### src/rtl/serial_sub10.sv
// ----------------------------------------------------------------------------
// serial_sub10
//
// Bit-serial unsigned subtractor computing d = (a - b - bin) mod 2^WIDTH and
// bout = (a < b + bin). One bit is processed per clock, LSB first, so a
// request takes WIDTH cycles from accept to result. Requests and results use
// valid/ready handshakes. After a result is consumed, the block spends one
// edge returning to IDLE before it can accept the next request.
//
// Ports
//   clk        in   clock, all state updates on the rising edge
//   rst_n      in   asynchronous active-low reset
//   in_valid   in   a, b, bin carry a request
//   in_ready   out  block is idle and can accept a request
//   a          in   minuend (WIDTH bits, unsigned)
//   b          in   subtrahend (WIDTH bits, unsigned)
//   bin        in   borrow-in
//   out_valid  out  d and bout hold a completed result
//   out_ready  in   consumer accepts the result
//   d          out  difference (WIDTH bits)
//   bout       out  borrow-out
// ----------------------------------------------------------------------------
module serial_sub10 #(
    parameter int WIDTH = 10
) (
    input  logic             clk,
    input  logic             rst_n,
    input  logic             in_valid,
    output logic             in_ready,
    input  logic [WIDTH-1:0] a,
    input  logic [WIDTH-1:0] b,
    input  logic             bin,
    output logic             out_valid,
    input  logic             out_ready,
    output logic [WIDTH-1:0] d,
    output logic             bout
);

    localparam int CNT_W = $clog2(WIDTH);

    typedef enum logic [1:0] {
        IDLE  = 2'd0,
        SHIFT = 2'd1,
        DONE  = 2'd2
    } state_t;

    state_t           state;
    state_t           state_nx;

    // a_sh doubles as the result accumulator: each SHIFT edge consumes its
    // LSB and inserts the new difference bit at the MSB, so after WIDTH
    // shifts it holds the complete difference.
    logic [WIDTH-1:0] a_sh;
    logic [WIDTH-1:0] b_sh;
    logic             borrow;
    logic [CNT_W-1:0] cnt;

    logic             a_bit;
    logic             b_bit;
    logic             diff_bit;
    logic             borrow_nx;
    logic             last_bit;
    logic             accept;

    // ------------------------------------------------------------------
    // Single-bit full subtractor on the current LSBs
    // ------------------------------------------------------------------
    assign a_bit     = a_sh[0];
    assign b_bit     = b_sh[0];
    assign diff_bit  = a_bit ^ b_bit ^ borrow;
    assign borrow_nx = (~a_bit & b_bit) | (~(a_bit ^ b_bit) & borrow);
    assign last_bit  = (cnt == CNT_W'(WIDTH - 1));
    assign accept    = (state == IDLE) && in_valid;

    // ------------------------------------------------------------------
    // FSM: state register
    // ------------------------------------------------------------------
    // NOTE: clocked processes use non-blocking assignments only, so every
    // flop samples the values from before the edge regardless of the order
    // in which the processes are evaluated.
    always_ff @(posedge clk or negedge rst_n) begin
        if (!rst_n) begin
            state <= IDLE;
        end else begin
            state <= state_nx;
        end
    end

    // ------------------------------------------------------------------
    // FSM: next-state logic
    // ------------------------------------------------------------------
    // NOTE: the default assignment at the top keeps every path assigned,
    // so no latch is inferred when a case arm leaves state_nx untouched.
    always_comb begin
        state_nx = state;
        unique case (state)
            IDLE:    if (in_valid)  state_nx = SHIFT;
            SHIFT:   if (last_bit)  state_nx = DONE;
            DONE:    if (out_ready) state_nx = IDLE;
            default:                state_nx = IDLE;
        endcase
    end

    // ------------------------------------------------------------------
    // FSM: outputs (Moore, decoded from state only)
    // ------------------------------------------------------------------
    always_comb begin
        in_ready  = (state == IDLE);
        out_valid = (state == DONE);
    end

    // ------------------------------------------------------------------
    // Datapath: operand shift registers, borrow flop and bit counter
    // ------------------------------------------------------------------
    always_ff @(posedge clk or negedge rst_n) begin
        if (!rst_n) begin
            a_sh   <= '0;
            b_sh   <= '0;
            borrow <= 1'b0;
            cnt    <= '0;
        end else if (accept) begin
            a_sh   <= a;
            b_sh   <= b;
            borrow <= bin;
            cnt    <= '0;
        end else if (state == SHIFT) begin
            a_sh   <= {diff_bit, a_sh[WIDTH-1:1]};
            b_sh   <= {1'b0, b_sh[WIDTH-1:1]};
            borrow <= borrow_nx;
            cnt    <= cnt + CNT_W'(1);
        end
    end

    // ------------------------------------------------------------------
    // Result registers: written only on the SHIFT-to-DONE edge so the last
    // result stays visible through IDLE and the next SHIFT phase.
    // ------------------------------------------------------------------
    always_ff @(posedge clk or negedge rst_n) begin
        if (!rst_n) begin
            d    <= '0;
            bout <= 1'b0;
        end else if ((state == SHIFT) && last_bit) begin
            d    <= {diff_bit, a_sh[WIDTH-1:1]};
            bout <= borrow_nx;
        end
    end

endmodule
### config.mk
export PLATFORM = sky130hd
export DESIGN_NAME = serial_sub10
export DESIGN_NICKNAME = d
export VERILOG_FILES = /design/src/rtl/serial_sub10.sv
export SDC_FILE = /design/constraint.sdc
export NUM_CORES = 1
export LEC_CHECK = 0
export BUFFER_PORTS_ARGS = -buffer_cell sky130_fd_sc_hd__buf_2
export CAP_MARGIN = 5
export CORE_MARGIN = 1.5
export CORE_UTILIZATION = 45
export CTS_CLUSTER_SIZE = 8
export DETAILED_ROUTE_END_ITERATION = 10
export PLACE_DENSITY = 0.79
export RECOVER_POWER = 50
export SLEW_MARGIN = 20
export SYNTH_ARGS = -nofsm -noshare
export SYNTH_HDL_FRONTEND = slang
export SYNTH_SLANG_ARGS = --single-unit
### constraint.sdc
create_clock -name clk -period 2.9 [get_ports clk]
set_clock_uncertainty 0.05 [all_clocks]
set_input_delay 0.145 -clock clk [delete_from_list [all_inputs] [get_ports clk]]
set_output_delay 0.145 -clock clk [all_outputs]
set_load 0.05 [all_outputs]
==> impl_metrics.env <==
export IMPL_ctsHoldBuffers=22
export IMPL_worstSetupPathDepth=5
export IMPL_holdWs_ns=0.0369
export IMPL_status="finished, final reports clean"
export IMPL_p_sw_share_pct=45.0
export IMPL_root_buffer="clkbuf_4"
export IMPL_grt_busiest_layer="met2"
export IMPL_min_path_type="in -> reg"
export IMPL_crit_type="reg -> reg"
export IMPL_synth_seq_area_share_pct=58.1
export IMPL_power_leakage_uw=0.00105
export IMPL_r2r_cells=5
export IMPL_yosysMostFrequentCell="nand2_1"
export IMPL_totalWireLength_mm=3.51
export IMPL_startpoint_type="flip-flop"
export IMPL_timing_final_crit_share_pct=62.2
export IMPL_post_cts_setup_buffer_count=0
export IMPL_grt_met1_usage_pct=24.8
export IMPL_drtIter0Drc=87
export IMPL_syn_nets=176
export IMPL_fillers=285
export IMPL_hold_violations=0
export IMPL_synthCells=148
export IMPL_dp_hpwl_mm=2.16
export IMPL_comb_power_share_pct=45.6
export IMPL_die_area_sq_um=4000
export IMPL_drv_cap=0
export IMPL_path_delay_family="simple AND/OR/NAND/NOR gates"
export IMPL_syn2layout_area_growth_pct=30.1
export IMPL_grt_pass1_vias=1348
export IMPL_synthTopCellsByArea="dfrtp_1, nand2_1, a22oi_1"
export IMPL_fin_tns_setup_ns=0
export IMPL_avgSynthCellArea_sq_um=11.0
export IMPL_yosys_top_cells_count="nand2_1, dfrtp_1, a22oi_1, mux2_2, inv_1"
export IMPL_synth_ff_type="dfrtp_1"
export IMPL_rsz0062_at_grt="false"
export IMPL_seqPwrFrac_pct=43.1
export IMPL_synth_top_area_share_pct=58.1
export IMPL_grt_pass1_wl_mm=6.07
export IMPL_power_density_nw_per_um2=1030
export IMPL_port_buffers=37
export IMPL_max_slew_margin_rel_pct=44.7
export IMPL_synth_edff_count=0
export IMPL_ctsResizeCount=0
export IMPL_switchingPower_uw=991
export IMPL_grt_ovfl_total=0
export IMPL_io_pins=38
export IMPL_vias=1289
export IMPL_p_int_uw=1210
export IMPL_worst_pin_slew_ns=0.830
export IMPL_synthesis_area_sq_um=1640
export IMPL_cts_tree="built"
export IMPL_initial_core_util_pct=47.9
export IMPL_crit_buf_inv=1
export IMPL_max_clock_freq_mhz=554
export IMPL_ir_drop_uv=599
export IMPL_worst_ep_required_time_ns=3.07
export IMPL_fp_dieW_um=63.3
export IMPL_num_rows=21
export IMPL_drt_wirelength_per_cell_um=13.7
export IMPL_async_flop_share_pct=100
export IMPL_grt_use_met2_pct=32.8
export IMPL_firstDrtPassIters=4
export IMPL_htreeDepth=2
export IMPL_pwr_share_clk_pct=11.2
export IMPL_worstSetupEndpointType="flip-flop"
export IMPL_synth_ff_latch_count=38
export IMPL_drc=0
export IMPL_final_max_slew_viol_count=0
export IMPL_vias_per_cell=5.04
export IMPL_ctsLongestPathBuffers=2
export IMPL_antennaDiodeCount=0
export IMPL_nets=238
export IMPL_path_clk_slew_ns=0.09
export IMPL_coreArea_sq_um=3420
export IMPL_slowest_stage="nor3_4"
export IMPL_postLayoutCoreUtil_pct=62.3
export IMPL_arrival_ns=1.98
export IMPL_clkLatencyLatePin_ns=0.34
export IMPL_cts_sinks=38
export IMPL_yosysTopAreaCell="dfrtp_1"
export IMPL_gp_congestion=0.786
export IMPL_yosysUniqueCellTypes=25
export IMPL_grt_max_degree=39
export IMPL_antenna_found_initial=0
export IMPL_setup_viol=0
export IMPL_met3_usage_pct=6.43
export IMPL_crit_chain="inv_1 > ha_1 > nand2_1 > nor3_4 > mux2_2"
export IMPL_drive_above_1_share_pct=26.2
export IMPL_crit_fanout=12
export IMPL_track_usage_pct=19.8
export IMPL_holdPathStages=3
export IMPL_die_y_um=63.3
export IMPL_cts_buffers=5
export IMPL_drtAntennaViolNets=0
export IMPL_max_stage_delay_ns=0.51
export IMPL_min_period_ns=1.80
export IMPL_yosysWarnings=0
-- routing by layer --
metal,vias up,wire length (um)
met2,37,1660
met5,-,0
li1,630,-
met4,0,42
met1,616,1620
met3,6,180
-- final cells by class --
cell class / count / area [sq um] / area share (%)
Multi-Input combinational cell: 98 / 632 / 29.7
Timing Repair Buffer: 62 / 420 / 19.8
Sequential cell: 38 / 951 / 44.7
Clock buffer: 5 / 37.5 / 1.76
Tap cell: 46 / 57.6 / 2.71
Inverter: 5 / 18.8 / 0.882
Clock inverter: 2 / 10.0 / 0.471
-- kinds of logic (layout without fill, tap and decap cells) --
logic type | Yosys count | after routing | synth area share (%)
flops | 38 | 38 | 58.1
fa+ha+maj | 3 | 3 | 2.75
buf+inv | 12 | 74 | 3.52
mux | 12 | 12 | 8.11
compound gates | 26 | 26 | 11.5
simple gates | 57 | 57 | 16.0
-- state kept, by name (all words and copies together), names as in the netlist --
| signal | flops |
|---|---|
| borrow | 1 |
| b_sh | 10 |
| state | 2 |
| bout | 1 |
| d | 10 |
| a_sh | 10 |
| cnt | 4 |
-- final timing paths --
check / startpoint / to / slack, ns
max in group asynchronous: rst_n / state[0] / 1.88
min in group asynchronous: rst_n / bout / 0.39
worst min-delay path: out_ready / state[1] / 0.04
worst max-delay path: cnt[1] / d[2] / 1.10
worst min register to register: b_sh[5] / b_sh[5] / 0.44
worst max register to register: cnt[1] / d[2] / 1.10
-- metrics by stage --
| step | worst slack (ns) | instance area (sq um) | power, uW | std cells |
|---|---|---|---|---|
| 3_3_place_gp | 1.19 | 1870 | 1930 | 227 |
| 6_report | 1.10 | 2130 | 2200 | 256 |
| 4_1_cts | 1.07 | 2130 | 2230 | 256 |
| 2_1_floorplan | 1.43 | 1640 | 1690 | 148 |
| 3_5_place_dp | 1.09 | 1870 | 1960 | 227 |
| 5_1_grt | 0.989 | 2130 | 2390 | 256 |
-- cell usage in the layout (no fill, tap or decap), drive strengths merged, types with 2 or more instances in the layout --
master and count:
mux2i 2, dfrtp 38, buf 34, a22oi 19
inv 5, ha 2, o21ai 4, nand3 3
mux2 10, clkbuf 11, nand2 44, nor2 2
clkinv 2, dlygate4sd3 22
-- worst register-to-register path: stages (launching register included) --
cell	delay (ns)
dfrtp_1	0.42
inv_1	0.07
ha_1	0.14
nand2_1	0.10
nor3_4	0.51
mux2_2	0.41
-- power by group through the flow --
stage	Sequential (uW)	Combinational, uW	Clock [uW]
3_5_place_dp	952	1010	0
4_1_cts	946	1030	260
6_report	950	1000	247
3_3_place_gp	948	980	0
2_1_floorplan	1190	503	0
5_1_grt	987	1110	288
(Power assumes the default switching activity.)
